<file path="src/rtl/multicycle_control_pkg.sv">
// Shared encodings for the multi-cycle RV64 subset sequencer: FSM states,
// opcodes, ALU operation codes and ALU operand selects.
package mc_control_pkg;

  typedef enum logic [3:0] {
    FETCH   = 4'd0,
    DECODE  = 4'd1,
    EXEC_R  = 4'd2,
    WB_R    = 4'd3,
    ADDR    = 4'd4,
    MEM_LD  = 4'd5,
    WB_LD   = 4'd6,
    MEM_SD  = 4'd7,
    BRANCH  = 4'd8,
    ILLEGAL = 4'd9
  } state_t;

  localparam logic [6:0] OP_RTYPE = 7'b0110011;
  localparam logic [6:0] OP_LD    = 7'b0000011;
  localparam logic [6:0] OP_SD    = 7'b0100011;
  localparam logic [6:0] OP_BEQ   = 7'b1100011;

  localparam logic [3:0] ALU_AND = 4'b0000;
  localparam logic [3:0] ALU_OR  = 4'b0001;
  localparam logic [3:0] ALU_ADD = 4'b0010;
  localparam logic [3:0] ALU_SUB = 4'b0110;

  localparam logic [1:0] SRCB_RS2  = 2'b00;
  localparam logic [1:0] SRCB_FOUR = 2'b01;
  localparam logic [1:0] SRCB_IMM  = 2'b10;

  localparam logic [1:0] ALUOP_ADD   = 2'b00;
  localparam logic [1:0] ALUOP_SUB   = 2'b01;
  localparam logic [1:0] ALUOP_FUNCT = 2'b10;

  // Funct is {IR[30], IR[14:12]}
  localparam logic [3:0] FUNCT_ADD = 4'b0000;
  localparam logic [3:0] FUNCT_SUB = 4'b1000;
  localparam logic [3:0] FUNCT_AND = 4'b0111;
  localparam logic [3:0] FUNCT_OR  = 4'b0110;

  function automatic logic rtype_funct_ok(input logic [3:0] funct);
    return (funct == FUNCT_ADD) || (funct == FUNCT_SUB) ||
           (funct == FUNCT_AND) || (funct == FUNCT_OR);
  endfunction

endpackage

</file>
<file path="src/rtl/multicycle_control_if.sv">
// Control bus between the multi-cycle sequencer (master) and the datapath
// (slave): instruction fields and status in, strobes and selects out.
interface multicycle_control_if;
  logic [6:0]  Opcode;
  logic [3:0]  Funct;
  logic        Zero;
  logic        MemReady;
  logic        PCWrite;
  logic        PCSrc;
  logic        IorD;
  logic        MemRead;
  logic        MemWrite;
  logic        IRWrite;
  logic        MemtoReg;
  logic        RegWrite;
  logic        ALUSrcA;
  logic [1:0]  ALUSrcB;
  logic        Branch;
  logic [3:0]  Operation;
  logic        Illegal;
  logic [31:0] CycleCount;
  logic [31:0] InstrCount;

  modport master (
    input  Opcode, Funct, Zero, MemReady,
    output PCWrite, PCSrc, IorD, MemRead, MemWrite, IRWrite, MemtoReg,
           RegWrite, ALUSrcA, ALUSrcB, Branch, Operation, Illegal,
           CycleCount, InstrCount
  );

  modport slave (
    output Opcode, Funct, Zero, MemReady,
    input  PCWrite, PCSrc, IorD, MemRead, MemWrite, IRWrite, MemtoReg,
           RegWrite, ALUSrcA, ALUSrcB, Branch, Operation, Illegal,
           CycleCount, InstrCount
  );
endinterface

</file>
<file path="src/rtl/multicycle_control_alu_decoder.sv">
// ALU control decode: FSM-selected ALUOp (add / sub / by funct) to the
// 4-bit ALU Operation code.
module alu_decoder
  import mc_control_pkg::*;
(
  input  logic [1:0] alu_op,
  input  logic [3:0] funct,
  output logic [3:0] operation
);

  always_comb begin
    operation = ALU_ADD;
    case (alu_op)
      ALUOP_SUB:   operation = ALU_SUB;
      ALUOP_FUNCT: begin
        case (funct)
          FUNCT_SUB: operation = ALU_SUB;
          FUNCT_AND: operation = ALU_AND;
          FUNCT_OR:  operation = ALU_OR;
          default:   operation = ALU_ADD;
        endcase
      end
      default:     operation = ALU_ADD;
    endcase
  end

endmodule

</file>
<file path="src/rtl/multicycle_control.sv">
// Multi-cycle Moore sequencer for the RV64 add/sub/and/or, ld, sd, beq subset.
// Optional performance counters are built when MC_PERF_COUNT_EN is defined.
module multicycle_control
  import mc_control_pkg::*;
(
  input  logic                clk,
  input  logic                reset,
  multicycle_control_if.master bus
);

  state_t     state;
  state_t     next_state;
  logic [1:0] alu_op;
  logic       alu_en;
  logic [3:0] dec_operation;

  always_ff @(posedge clk or posedge reset) begin
    if (reset) state <= FETCH;
    else       state <= next_state;
  end

  // Outputs are forced low while reset is held so an in-flight access drops at once
  always_comb begin
    next_state    = state;
    alu_op        = ALUOP_ADD;
    alu_en        = 1'b0;
    bus.PCWrite   = 1'b0;
    bus.PCSrc     = 1'b0;
    bus.IorD      = 1'b0;
    bus.MemRead   = 1'b0;
    bus.MemWrite  = 1'b0;
    bus.IRWrite   = 1'b0;
    bus.MemtoReg  = 1'b0;
    bus.RegWrite  = 1'b0;
    bus.ALUSrcA   = 1'b0;
    bus.ALUSrcB   = SRCB_RS2;
    bus.Branch    = 1'b0;
    bus.Illegal   = 1'b0;
    if (!reset) begin
      case (state)
        FETCH: begin
          bus.MemRead = 1'b1;
          bus.ALUSrcB = SRCB_FOUR;
          alu_en      = 1'b1;
          if (bus.MemReady) begin
            bus.IRWrite = 1'b1;
            bus.PCWrite = 1'b1;
            next_state  = DECODE;
          end
        end
        DECODE: begin
          bus.ALUSrcB = SRCB_IMM;
          alu_en      = 1'b1;
          case (bus.Opcode)
            OP_RTYPE:     next_state = rtype_funct_ok(bus.Funct) ? EXEC_R : ILLEGAL;
            OP_LD, OP_SD: next_state = ADDR;
            OP_BEQ:       next_state = BRANCH;
            default:      next_state = ILLEGAL;
          endcase
        end
        EXEC_R: begin
          bus.ALUSrcA = 1'b1;
          bus.ALUSrcB = SRCB_RS2;
          alu_op      = ALUOP_FUNCT;
          alu_en      = 1'b1;
          next_state  = WB_R;
        end
        WB_R: begin
          bus.RegWrite = 1'b1;
          next_state   = FETCH;
        end
        ADDR: begin
          bus.ALUSrcA = 1'b1;
          bus.ALUSrcB = SRCB_IMM;
          alu_en      = 1'b1;
          if (bus.Opcode == OP_LD)      next_state = MEM_LD;
          else if (bus.Opcode == OP_SD) next_state = MEM_SD;
          else                          next_state = ILLEGAL;
        end
        MEM_LD: begin
          bus.MemRead = 1'b1;
          bus.IorD    = 1'b1;
          if (bus.MemReady) next_state = WB_LD;
        end
        WB_LD: begin
          bus.RegWrite = 1'b1;
          bus.MemtoReg = 1'b1;
          next_state   = FETCH;
        end
        MEM_SD: begin
          bus.MemWrite = 1'b1;
          bus.IorD     = 1'b1;
          if (bus.MemReady) next_state = FETCH;
        end
        BRANCH: begin
          bus.ALUSrcA = 1'b1;
          bus.ALUSrcB = SRCB_RS2;
          alu_op      = ALUOP_SUB;
          alu_en      = 1'b1;
          bus.Branch  = 1'b1;
          bus.PCSrc   = 1'b1;
          bus.PCWrite = bus.Zero;
          next_state  = FETCH;
        end
        ILLEGAL: begin
          bus.Illegal = 1'b1;
        end
        default: next_state = FETCH;
      endcase
    end
  end

  alu_decoder u_alu_decoder (
    .alu_op    (alu_op),
    .funct     (bus.Funct),
    .operation (dec_operation)
  );

  // Operation reads as 0 in states that do not drive the ALU
  assign bus.Operation = alu_en ? dec_operation : ALU_AND;

`ifdef MC_PERF_COUNT_EN
  logic [31:0] cycle_count;
  logic [31:0] instr_count;
  logic        retire;

  assign retire = (state == WB_R) || (state == WB_LD) || (state == BRANCH) ||
                  ((state == MEM_SD) && bus.MemReady);

  always_ff @(posedge clk or posedge reset) begin
    if (reset) begin
      cycle_count <= '0;
      instr_count <= '0;
    end else begin
      if (state != ILLEGAL) cycle_count <= cycle_count + 32'd1;
      if (retire)           instr_count <= instr_count + 32'd1;
    end
  end

  assign bus.CycleCount = cycle_count;
  assign bus.InstrCount = instr_count;
`else
  assign bus.CycleCount = '0;
  assign bus.InstrCount = '0;
`endif

endmodule

</file>
<file path="src/flat_wrapper.sv">
// flat-port wrapper written by rule: the top's interface ports become plain ports
module multicycle_control_flat import mc_control_pkg::*;
  (clk, reset, bus_Opcode, bus_Funct, bus_Zero, bus_MemReady, bus_PCWrite, bus_PCSrc, bus_IorD, bus_MemRead, bus_MemWrite, bus_IRWrite, bus_MemtoReg, bus_RegWrite, bus_ALUSrcA, bus_ALUSrcB, bus_Branch, bus_Operation, bus_Illegal, bus_CycleCount, bus_InstrCount);
  multicycle_control_if bus_i ();
  input  logic clk;
  input  logic reset;
  input wire logic [$bits(bus_i.Opcode)-1:0] bus_Opcode;
  input wire logic [$bits(bus_i.Funct)-1:0] bus_Funct;
  input wire logic [$bits(bus_i.Zero)-1:0] bus_Zero;
  input wire logic [$bits(bus_i.MemReady)-1:0] bus_MemReady;
  output wire logic [$bits(bus_i.PCWrite)-1:0] bus_PCWrite;
  output wire logic [$bits(bus_i.PCSrc)-1:0] bus_PCSrc;
  output wire logic [$bits(bus_i.IorD)-1:0] bus_IorD;
  output wire logic [$bits(bus_i.MemRead)-1:0] bus_MemRead;
  output wire logic [$bits(bus_i.MemWrite)-1:0] bus_MemWrite;
  output wire logic [$bits(bus_i.IRWrite)-1:0] bus_IRWrite;
  output wire logic [$bits(bus_i.MemtoReg)-1:0] bus_MemtoReg;
  output wire logic [$bits(bus_i.RegWrite)-1:0] bus_RegWrite;
  output wire logic [$bits(bus_i.ALUSrcA)-1:0] bus_ALUSrcA;
  output wire logic [$bits(bus_i.ALUSrcB)-1:0] bus_ALUSrcB;
  output wire logic [$bits(bus_i.Branch)-1:0] bus_Branch;
  output wire logic [$bits(bus_i.Operation)-1:0] bus_Operation;
  output wire logic [$bits(bus_i.Illegal)-1:0] bus_Illegal;
  output wire logic [$bits(bus_i.CycleCount)-1:0] bus_CycleCount;
  output wire logic [$bits(bus_i.InstrCount)-1:0] bus_InstrCount;
  assign bus_i.Opcode = bus_Opcode;
  assign bus_i.Funct = bus_Funct;
  assign bus_i.Zero = bus_Zero;
  assign bus_i.MemReady = bus_MemReady;
  assign bus_PCWrite = bus_i.PCWrite;
  assign bus_PCSrc = bus_i.PCSrc;
  assign bus_IorD = bus_i.IorD;
  assign bus_MemRead = bus_i.MemRead;
  assign bus_MemWrite = bus_i.MemWrite;
  assign bus_IRWrite = bus_i.IRWrite;
  assign bus_MemtoReg = bus_i.MemtoReg;
  assign bus_RegWrite = bus_i.RegWrite;
  assign bus_ALUSrcA = bus_i.ALUSrcA;
  assign bus_ALUSrcB = bus_i.ALUSrcB;
  assign bus_Branch = bus_i.Branch;
  assign bus_Operation = bus_i.Operation;
  assign bus_Illegal = bus_i.Illegal;
  assign bus_CycleCount = bus_i.CycleCount;
  assign bus_InstrCount = bus_i.InstrCount;
  multicycle_control u_core (.clk(clk), .reset(reset), .bus(bus_i));
endmodule
</file>
<file path="config.mk">
export PLATFORM = sky130hd
export DESIGN_NAME = multicycle_control_flat
export DESIGN_NICKNAME = d
export VERILOG_FILES = /design/src/rtl/multicycle_control_pkg.sv /design/src/rtl/multicycle_control_if.sv /design/src/rtl/multicycle_control_alu_decoder.sv /design/src/rtl/multicycle_control.sv /design/src/flat_wrapper.sv
export SDC_FILE = /design/constraint.sdc
export NUM_CORES = 1
export LEC_CHECK = 0
export CAP_MARGIN = 10
export CORE_ASPECT_RATIO = 0.5
export CORE_MARGIN = 2
export CORE_UTILIZATION = 36
export CTS_CLUSTER_SIZE = 16
export DETAILED_ROUTE_END_ITERATION = 8
export PLACE_DENSITY = 0.84
export SYNTH_ARGS = -nofsm -noshare
export SYNTH_HDL_FRONTEND = slang
export SYNTH_HIERARCHICAL = 1
export SYNTH_SLANG_ARGS = --single-unit
export TNS_END_PERCENT = 5
</file>
<file path="constraint.sdc">
create_clock -name clk -period 4.1 [get_ports clk]
set_input_delay 0.615 -clock clk [delete_from_list [all_inputs] [get_ports clk]]
set_output_delay 0.615 -clock clk [all_outputs]
set_load 0.05 [all_outputs]
</file>
==> summary.txt, run 1 <==
Power and ir drop
  – Leak: just under 0.6 nW
  – Worst IR Drop VDD: 0.1683 mV
  – PD cells: roughly 560 nW/µm²
  – Final Total Pwr: 0.7366 mW

Floorplan
  – Core area: 3083 µm²
  – Die Height: about 45 µm
  – Initial Utilization: between 30% and 40%
  – I/O pin total: 96
  – Die ar.: 3839 µm²
  – DIE WIDTH: 85.65 µm
  – Row count: 14

Clock tree
  – Post-cts sizing count: 0
  – Post-CTS Setup Inserts: 0
  – CTS root buf: clkbuf_8
  – Clk_lat worst skew: 0.22 ns
  – Longest Clk Path Bufs: 2
  – # H-tree levels: 1
  – Num CTS Buffers: 3
  – CTS sink cnt: 4
  – Hold_buf cts: 0
  – CTS tree: built
  – Worst-path clk slew: around 0.030 ns

Run
  – Max Cap Viol: 0

Synth
  – Yosys top cell by area: buf_4
  – Cells after synthesis: between 150 and 200
  – Top FF cell, synth: dfrtp_1
  – Async S/R FF share, synth: between 90% and 100%
  – Yosys reg bits: 4
  – Post-Syn Area: about 1200 µm²
  – Post-synth EDFFs: 0
  – Syn avg cell area: 7.228 µm²
  – Top-area cell type share of the netlist area: 41.29%
  – Top cells by area, synth: buf_4 41%, dfrtp_1 8.3%, nor3_1 4.6%
  – Yosys cell types: 42
  – Synth warn: 6
  – Seq/Total Area, Yosys: under 10%

STA
  – Min Clock Period, post-route: 3.791 ns
  – Pins Over Slew Limit: 0
  – Fin crit share: around 92%
  – RSZ-0062 raised after global routing: no
  – Final Setup Violations: 0
  – Setup TNS: 0 ns
  – Final Skew: ~0.0051 ns
  – Hold Vio Cnt, Final: 0
  – Max Clk Rate: 263.8 MHz
  – Relative slew slack: 64.77%
  – Slew @ Worst Pin: around 0.53 ns

Critical path
  – CP Class: input pin to output pin
  – Setup crit start: reset
  – Crit path to: bus_Operation[2]
  – Worst r2r src: u_core/state[1]$_DFFE_PP0P_
  – Critical Path RT: between 3 and 4 ns
  – FF-to-FF End: u_core/state[0]$_DFFE_PP0P_
  – CP Launch Type: input pin
  – WP data arrival: roughly 3.2 ns
  – FF-to-FF path depth: 5
  – Crit Path Max Fanout: 5
  – FF-to-FF setup slack: between 2 and 2.5 ns
  – CP Capture Type: output pin

Final layout
  – Most frequent cells in the layout: 65 x conb_1, 27 x clkdlybuf4s50_1, 11 x nor3_1, 11 x nor2_1, 6 x inv_1
  – Area growth from synthesis to layout: 9.072%
  – Max reg flops: 4
  – Nets: 207
  – Biggest regs: u_core/state: 4 flops
  – Commonest non-fill, non-tap cell in the layout: conb_1
  – # fillers: about 310
  – Biggest register: u_core/state
  – Antenna diodes: 0
  – Fraction of layout cells with a size suffix above 1: under 10%

Routing
  – Iter 0 DRT Violations: 30
  – Total wire length: ~2300 µm
  – DR vias: roughly 1,000
  – Detailed Routing Iterations Pass 1: 4
  – Routed length per instance: roughly 10 µm
  – Antenna viol nets, final: 0
  – DRC violations left: 0
  – Vias/cell: between 4 and 5

Run status
  – Status: finished, final reports clean

Global routing
  – Initial antenna violation count: 0
  – Largest net degree at the start of global routing: 19
  – Vias in the first global route: a little over 800
  – First-pass GRT wire length: about 3600 µm
  – Total GRT Usage: between 10% and 20%
  – Global route overflow: 0

Placed design
  – Port bufs: 30
  – Post-DP HPWL: around 1900 µm
  – RePlAce Congestion: 0.7561

Worst hold path
  – Hold crit path type: flip-flop to flip-flop
  – Worst Hold Launch: u_core/state[2]$_DFFE_PP0P_
logic make-up (layout without fill, tap and decap cells):
group / after synthesis / count (layout) / share of synthesized area, %
other cells: 2 / 65 / 0.6259
mux: 1 / 1 / 0.8342
buf+inv: 83 / 42 / 47.13
xor+xnor: 3 / 3 / 2.190
simple gates: 47 / 47 / 23.15
compound gates: 23 / 23 / 14.81
fa+ha+maj: 3 / 3 / 2.919
flops: 4 / 4 / 8.342
stage by stage:
| stage | cell area, µm² | util (%) | hold slack [ns] | cells | setup WS [ns] |
|---|---|---|---|---|---|
| floorplan | 1436 | - | 0.6054 | 229 | 0.1246 |
| global placement | 1267 | 41.11 | 0.7152 | 225 | 0.4477 |
| detailed placement | 1267 | 41.11 | 0.7142 | 225 | 0.3352 |
| CTS | 1309 | 42.45 | 0.7268 | 228 | 0.3280 |
| global route | 1309 | 42.45 | 0.7852 | 228 | 0.2267 |
| finish | 1309 | 42.45 | 0.7319 | 228 | 0.3088 |
power by group:
part | internal [mW] | switching (mW)
logic | 0.160 | 0.384
registers | 0.0550 | 0.0547
clock network | 0.0625 | 0.0198
total | 0.278 | 0.459
Yosys cell counts (2+ instances only):
master     n
a31oi_1    2
nor3_1    11
and2_1     5
conb_1     2
o22ai_1    2
clkbuf_1   4
inv_1      6
dfrtp_1    4
xnor2_1    2
nor3b_1    4
nand2b_1   3
a211o_2    2
ha_1       2
nor2_1    11
o21ai_0    4
a21oi_1    3
nand2_1    4
buf_2      5
buf_4     66
o31ai_2    2
routing by layer:
metal / vias up / global-route usage (%) / wire (µm) / part of all wire, %
li1: 471 / - / - / -
met1: 453 / 11.92 / 791 / 34
met2: 63 / 24.06 / 1290 / 56
met3: 0 / 1.280 / 229 / 9.9
met4: 0 / 5.079 / 0 / 0
met5: - / 0 / 0 / 0
critical path, stage by stage:
cell,delay (ns)
clkdlybuf4s50_1,0.41
or3_1,0.39
nor3b_1,0.32
inv_1,0.08
ha_1,0.34
or4b_1,0.55
o22ai_1,0.12
and2_1,0.20
buf_12,0.15
layout make-up:
class,instances,area (µm²),share of cell area (%)
inverter,7,26.28,2.008
sequential,4,100.1,7.648
clock buffer,3,41.29,3.155
multi-input combinational,142,770.7,58.89
tap,40,50.05,3.824
timing repair buffer,32,320.3,24.47
how the worst min path moves through the flow:
stage | endpoint | slack [ns] | cells after the start
5_1_grt | u_core/state[2]$_DFFE_PP0P_ | 0.79 | 2
4_1_cts | u_core/state[2]$_DFFE_PP0P_ | 0.73 | 2
2_1_floorplan | u_core/state[0]$_DFFE_PP0P_ | 0.61 | 2
6_report | u_core/state[2]$_DFFE_PP0P_ | 0.73 | 2
3_5_place_dp | u_core/state[2]$_DFFE_PP0P_ | 0.71 | 2
3_3_place_gp | u_core/state[2]$_DFFE_PP0P_ | 0.72 | 2
Note: power is estimated with default switching activity, not from simulation.
==> inputs of run 2 (changes only) <==
CORE_UTILIZATION = 25   (was 36)
PLACE_DENSITY = 0.61   (was 0.84)
==> run 2 against run 1 <==
Sequential power barely moved. Count of clock-buffer cells in the layout did not move. Worst setup slack improved by 0.067 ns. Combinational power barely moved. Design area rose by 2.5%. Sequential share of layout area fell by 0.19 points. Highest routed layer unchanged. Power fell by 0.24%. Clock power barely moved. Non-clock buffer count did not move. Global-route usage fell by 3.0 points.
==> summary.txt, run 2 (synthesized netlist as in run 1, its figures left out) <==
Power and ir drop
  – Leak: 0.5844 nW
  – Worst IR Drop VDD: approximately 0.17 mV
  – PD cells: approximately 550 nW/µm²
  – Final Total Pwr: roughly 0.73 mW

Floorplan
  – Die Height: roughly 53 µm
  – Row count: 17
  – Core area: approximately 4500 µm²
  – I/O pin total: 96
  – DIE WIDTH: between 100 and 150 µm
  – Initial Utilization: 26.61%
  – Die ar.: about 5400 µm²

Clock tree
  – # H-tree levels: 1
  – Worst-path clk slew: approximately 0.030 ns
  – CTS sink cnt: 4
  – Num CTS Buffers: 3
  – CTS tree: built
  – CTS root buf: clkbuf_8
  – Hold_buf cts: 0
  – Longest Clk Path Bufs: 2
  – Post-cts sizing count: 0
  – Clk_lat worst skew: ~0.22 ns
  – Post-CTS Setup Inserts: 0

STA
  – Max Clk Rate: between 200 and 300 MHz
  – Relative slew slack: between 60 and 70%
  – Min Clock Period, post-route: about 3.7 ns
  – RSZ-0062 raised after global routing: no
  – Fin crit share: between 90% and 100%
  – Setup TNS: 0 ns
  – Pins Over Slew Limit: 0
  – Hold Vio Cnt, Final: 0
  – Final Setup Violations: 0
  – Slew @ Worst Pin: between 0.5 and 0.6 ns
  – Final Skew: 0.003434 ns

Placed design
  – Port bufs: 30
  – RePlAce Congestion: a little over 0.8
  – Post-DP HPWL: between 1500 and 2000 µm

Global routing
  – Met3 track demand over resource: 1.849%
  – Global route overflow: 0
  – Gr busiest metal: met2
  – Total GRT Usage: under 10%
  – Vias in the first global route: 800
  – Grt met2 use: roughly 17%
  – First-pass GRT wire length: around 3600 µm
  – M1 GR Usage: 9.084%
  – Initial antenna violation count: 0
  – Largest net degree at the start of global routing: 19

Routing
  – DR vias: just under 1,000
  – Vias/cell: 3.823
  – Routed length per instance: 9.102 µm
  – Iter 0 DRT Violations: 71
  – Antenna viol nets, final: 0
  – Detailed Routing Iterations Pass 1: 4
  – Total wire length: ~2300 µm
  – DRC violations left: 0

Critical path
  – Crit Path Max Fanout: 5
  – CP Class: input pin to output pin
  – CP Capture Type: output pin
  – CP Launch Type: input pin
  – Critical Path RT: 3.48 ns
  – WP data arrival: between 3 and 4 ns

Final layout
  – Antenna diodes: 0
  – Fraction of layout cells with a size suffix above 1: approximately 8.5%
  – Most frequent cells in the layout: 65 x conb_1, 27 x clkdlybuf4s50_1, 11 x nor3_1, 11 x nor2_1, 6 x inv_1
  – Area growth from synthesis to layout: 11.78%
  – Max reg flops: 4
  – Biggest regs: u_core/state: 4 flops
  – Nets: around 210
  – Commonest non-fill, non-tap cell in the layout: conb_1
  – Biggest register: u_core/state

Worst hold path
  – Hold crit path type: flip-flop to flip-flop

Run status
  – Status: finished, final reports clean

Run
  – Max Cap Viol: 0
==> run 2: metrics by stage <==
stage                     utilization [%]  cell area [µm²]  setup slack, ns  instances  hold WS [ns]
final                               29.74             1341           0.3760        254        0.7217
after global routing                29.74             1341           0.2099        254        0.7641
after CTS                           29.74             1341           0.3665        254        0.7204
after detailed placement            28.83             1300           0.3693        251        0.7104
after global placement              28.83             1300           0.4484        251        0.7151
after floorplan                         -             1436           0.1246        229        0.6054
==> run 2: power breakdown <==
part,internal (mW),switching (mW),total (mW),leakage (nW)
clock,0.0625,0.0200,0.0825,0.0216
sequential,0.0549,0.0554,0.110,0.0500
combinational,0.161,0.381,0.542,0.513
==> run 2: path summary, 6_finish.rpt <==
check	start	endpoint	slack [ns]	cells past startpoint
min reg2reg	u_core/state[2]$_DFFE_PP0P_	u_core/state[2]$_DFFE_PP0P_	0.72	2
min	u_core/state[2]$_DFFE_PP0P_	u_core/state[2]$_DFFE_PP0P_	0.72	2
max reg2reg	u_core/state[0]$_DFFE_PP0P_	u_core/state[0]$_DFFE_PP0P_	2.42	5
max in group asynchronous	reset	u_core/state[0]$_DFFE_PP0P_	3.08	3
max	reset	bus_Operation[2]	0.38	9
min in group asynchronous	reset	u_core/state[2]$_DFFE_PP0P_	0.82	3
==> run 2: area by class of cell <==
class / count / area (µm²)
Inverter: 7 / 26.28
Clock buffer: 3 / 41.29
Timing Repair Buffer: 32 / 320.3
Fill cell: 490 / 3168
Tap cell: 66 / 82.58
Multi-Input combinational cell: 142 / 770.7
Sequential cell: 4 / 100.1
==> run 2: critical path, cell delays in order <==
cell,delay (ns)
clkdlybuf4s50_1,0.42
or3_1,0.38
nor3b_1,0.29
inv_1,0.08
ha_1,0.34
or4b_1,0.53
o22ai_1,0.11
and2_1,0.19
buf_12,0.15
==> run 2: metal layers <==
layer / part of all wire, % / up-vias
met5: 0 / -
met4: 0 / 0
met3: 9.8 / 0
met2: 53 / 66
met1: 37 / 434
li1: - / 471
==> inputs of run 3 (changes only) <==
HOLD_SLACK_MARGIN = 0.08   (was unset)
clock period = 3.7 ns   (was 4.1 ns; I/O delays follow)
==> run 3 against run 2 <==
Non-clock buffer count is 2 higher. Highest routed layer is now met4. Sequential power is 5% lower. Critical endpoint unchanged. Via count is 1.3% lower. First-iteration DRC count is 5.6% lower.
==> summary.txt, run 3 (synthesized netlist as in run 1, its figures left out) <==
Global routing
  – M1 GR Usage: between 10% and 20%
  – Vias in the first global route: around 820
  – Met3 track demand over resource: 1.717%
  – Gr busiest metal: met2
  – Grt met2 use: 17.43%
  – Largest net degree at the start of global routing: 19
  – First-pass GRT wire length: a little under 4000 µm
  – Total GRT Usage: 9.062%
  – Global route overflow: 0
  – Initial antenna violation count: 0

Floorplan
  – Core area: 4509 µm²
  – Initial Utilization: about a quarter
  – Row count: 17
  – DIE WIDTH: slightly above 100 µm
  – Die Height: 52.99 µm
  – I/O pin total: 96
  – Die ar.: ~5400 µm²

Final layout
  – Biggest register: u_core/state
  – Nets: 209
  – Fraction of layout cells with a size suffix above 1: between 10% and 20%
  – Max reg flops: 4
  – Antenna diodes: 0
  – Commonest non-fill, non-tap cell in the layout: conb_1
  – Most frequent cells in the layout: 65 x conb_1, 27 x clkdlybuf4s50_1, 11 x nor3_1, 11 x nor2_1, 6 x inv_1
  – Post-Layout Cell Count: around 260
  – Final core occ: just over 30%
  – Biggest regs: u_core/state: 4 flops
  – Area growth from synthesis to layout: 15.02%

STA
  – Pins Over Slew Limit: 0
  – Relative slew slack: 63.81%
  – Final Skew: between 0.0015 and 0.002 ns
  – Slew @ Worst Pin: 0.5428 ns
  – Min Clock Period, post-route: approximately 3.5 ns
  – Fin crit share: a little over nine tenths
  – RSZ-0062 raised after global routing: no
  – Final Setup Violations: 0
  – Max Clk Rate: about 280 MHz
  – Hold Vio Cnt, Final: 0
  – Setup TNS: 0 ns

Routing
  – DRC violations left: 0
  – Iter 0 DRT Violations: between 60 and 70
  – DR vias: approximately 960
  – Antenna viol nets, final: 0
  – Routed length per instance: 9.496 µm
  – Total wire length: around 2400 µm
  – Detailed Routing Iterations Pass 1: 6
  – Vias/cell: roughly 3.7

Worst hold path
  – Hold Path End: u_core/state[2]$_DFFE_PP0P_
  – Hold path cells: 2
  – Worst Hold Launch: u_core/state[2]$_DFFE_PP0P_
  – Hold crit path type: flip-flop to flip-flop

Run status
  – Status: finished, final reports clean

Power and ir drop
  – Worst IR Drop VDD: between 0.1 and 0.15 mV
  – PD cells: roughly 600 nW/µm²
  – Leak: between 0.5 and 0.6 nW

Critical path
  – Critical Path RT: 3.14 ns
  – FF-to-FF path depth: 5
  – FF-to-FF setup slack: between 2 and 2.5 ns
  – Largest stage delay, worst path: 0.55 ns
  – Worst r2r src: u_core/state[1]$_DFFE_PP0P_
  – Slowest stage cell, crit path: or4b_1
  – CP Capture Type: output pin
  – WP data arrival: about 3.0 ns
  – CP Cell Sequence: clkdlybuf4s50_1 -> or3_4 -> nor3b_2 -> inv_1 -> ha_1 -> or4b_1 -> o22ai_1 -> and2_1 -> buf_12
  – Crit Path Max Fanout: 5
  – CP Class: input pin to output pin
  – Buffers plus inverters on the worst setup path: 3
  – CP Launch Type: input pin
  – FF-to-FF End: u_core/state[1]$_DFFE_PP0P_
  – Family with the most delay on the worst path: simple AND/OR/NAND/NOR gates

Placed design
  – RePlAce Congestion: 0.8332
  – Port bufs: 30
  – DP Cell Count: 252
  – Post-DP HPWL: around 2000 µm

Clock tree
  – CTS tree: built
  – CTS root buf: clkbuf_8
  – Longest Clk Path Bufs: 2
  – Clk_lat worst skew: between 0.2 and 0.25 ns
  – Num CTS Buffers: 3
  – Worst-path clk slew: around 0.030 ns
  – CTS sink cnt: 4
  – # H-tree levels: 1

Run
  – Max Cap Viol: 0
==> run 3: cell types whose count changed in the layout (fill, tap and decap cells not counted) <==
cell | previous run | this run
a2111oi_0 | 1 | 0
a2111oi_1 | 0 | 1
buf_12 | 1 | 2
nor3b_2 | 0 | 1
or3_4 | 1 | 2
or3_1 | 1 | 0
nor3b_1 | 4 | 3
buf_4 | 4 | 5
==> run 3: layout make-up <==
| type | instances | area, µm² |
|---|---|---|
| fill | 484 | 3129 |
| timing repair buffer | 34 | 347.8 |
| sequential | 4 | 100.1 |
| inverter | 7 | 26.28 |
| clock buffer | 3 | 41.29 |
| multi-input combinational | 142 | 782.0 |
| tap | 66 | 82.58 |
==> run 3: per-stage QoR <==
step	setup slack [ns]	hold WS (ns)	cell area [µm²]	total power, mW
CTS	0.03200	0.7170	1363	0.8239
global route	0.02947	0.7798	1380	0.8910
finish	0.1798	0.7383	1380	0.8360
floorplan	0.3396	0.5486	1438	0.6662
detailed placement	0.04470	0.7093	1321	0.7310
global placement	0.1636	0.7108	1321	0.7251
==> run 3: layer usage <==
layer,part of all wire [%],routed length (µm)
met5,0,0
met4,0.58,14
met1,39,955
met2,52,1259
met3,8.3,201
==> run 3: worst max path at each step <==
stage / cells past startpoint / to / start
after floorplan: 8 / bus_Operation[2] / reset
after global placement: 9 / bus_Operation[2] / reset
after detailed placement: 9 / bus_Operation[2] / reset
after CTS: 9 / bus_Operation[2] / reset
after global routing: 9 / bus_Operation[2] / reset
final: 9 / bus_Operation[2] / reset
==> run 3: what timing repair did <==
item	in CTS	in global routing
buffers inserted	0	1
hold buffers	0	0
setup endpoints to repair	0	1
gates resized for setup	0	2
==> run 3: power by group <==
group          internal [mW]  total [mW]  switching (mW)
clock network         0.0693      0.0918          0.0224
registers             0.0612       0.105          0.0441
logic                  0.189       0.639           0.450
==> run 3: tightest hold or removal path: cells and delay by family, from the launching register on <==
family / cells / cell delay (ns)
AO/OA/AOI/OAI: 1 / 0.14
buffers and inverters: 1 / 0.23
flip-flops: 1 / 0.34
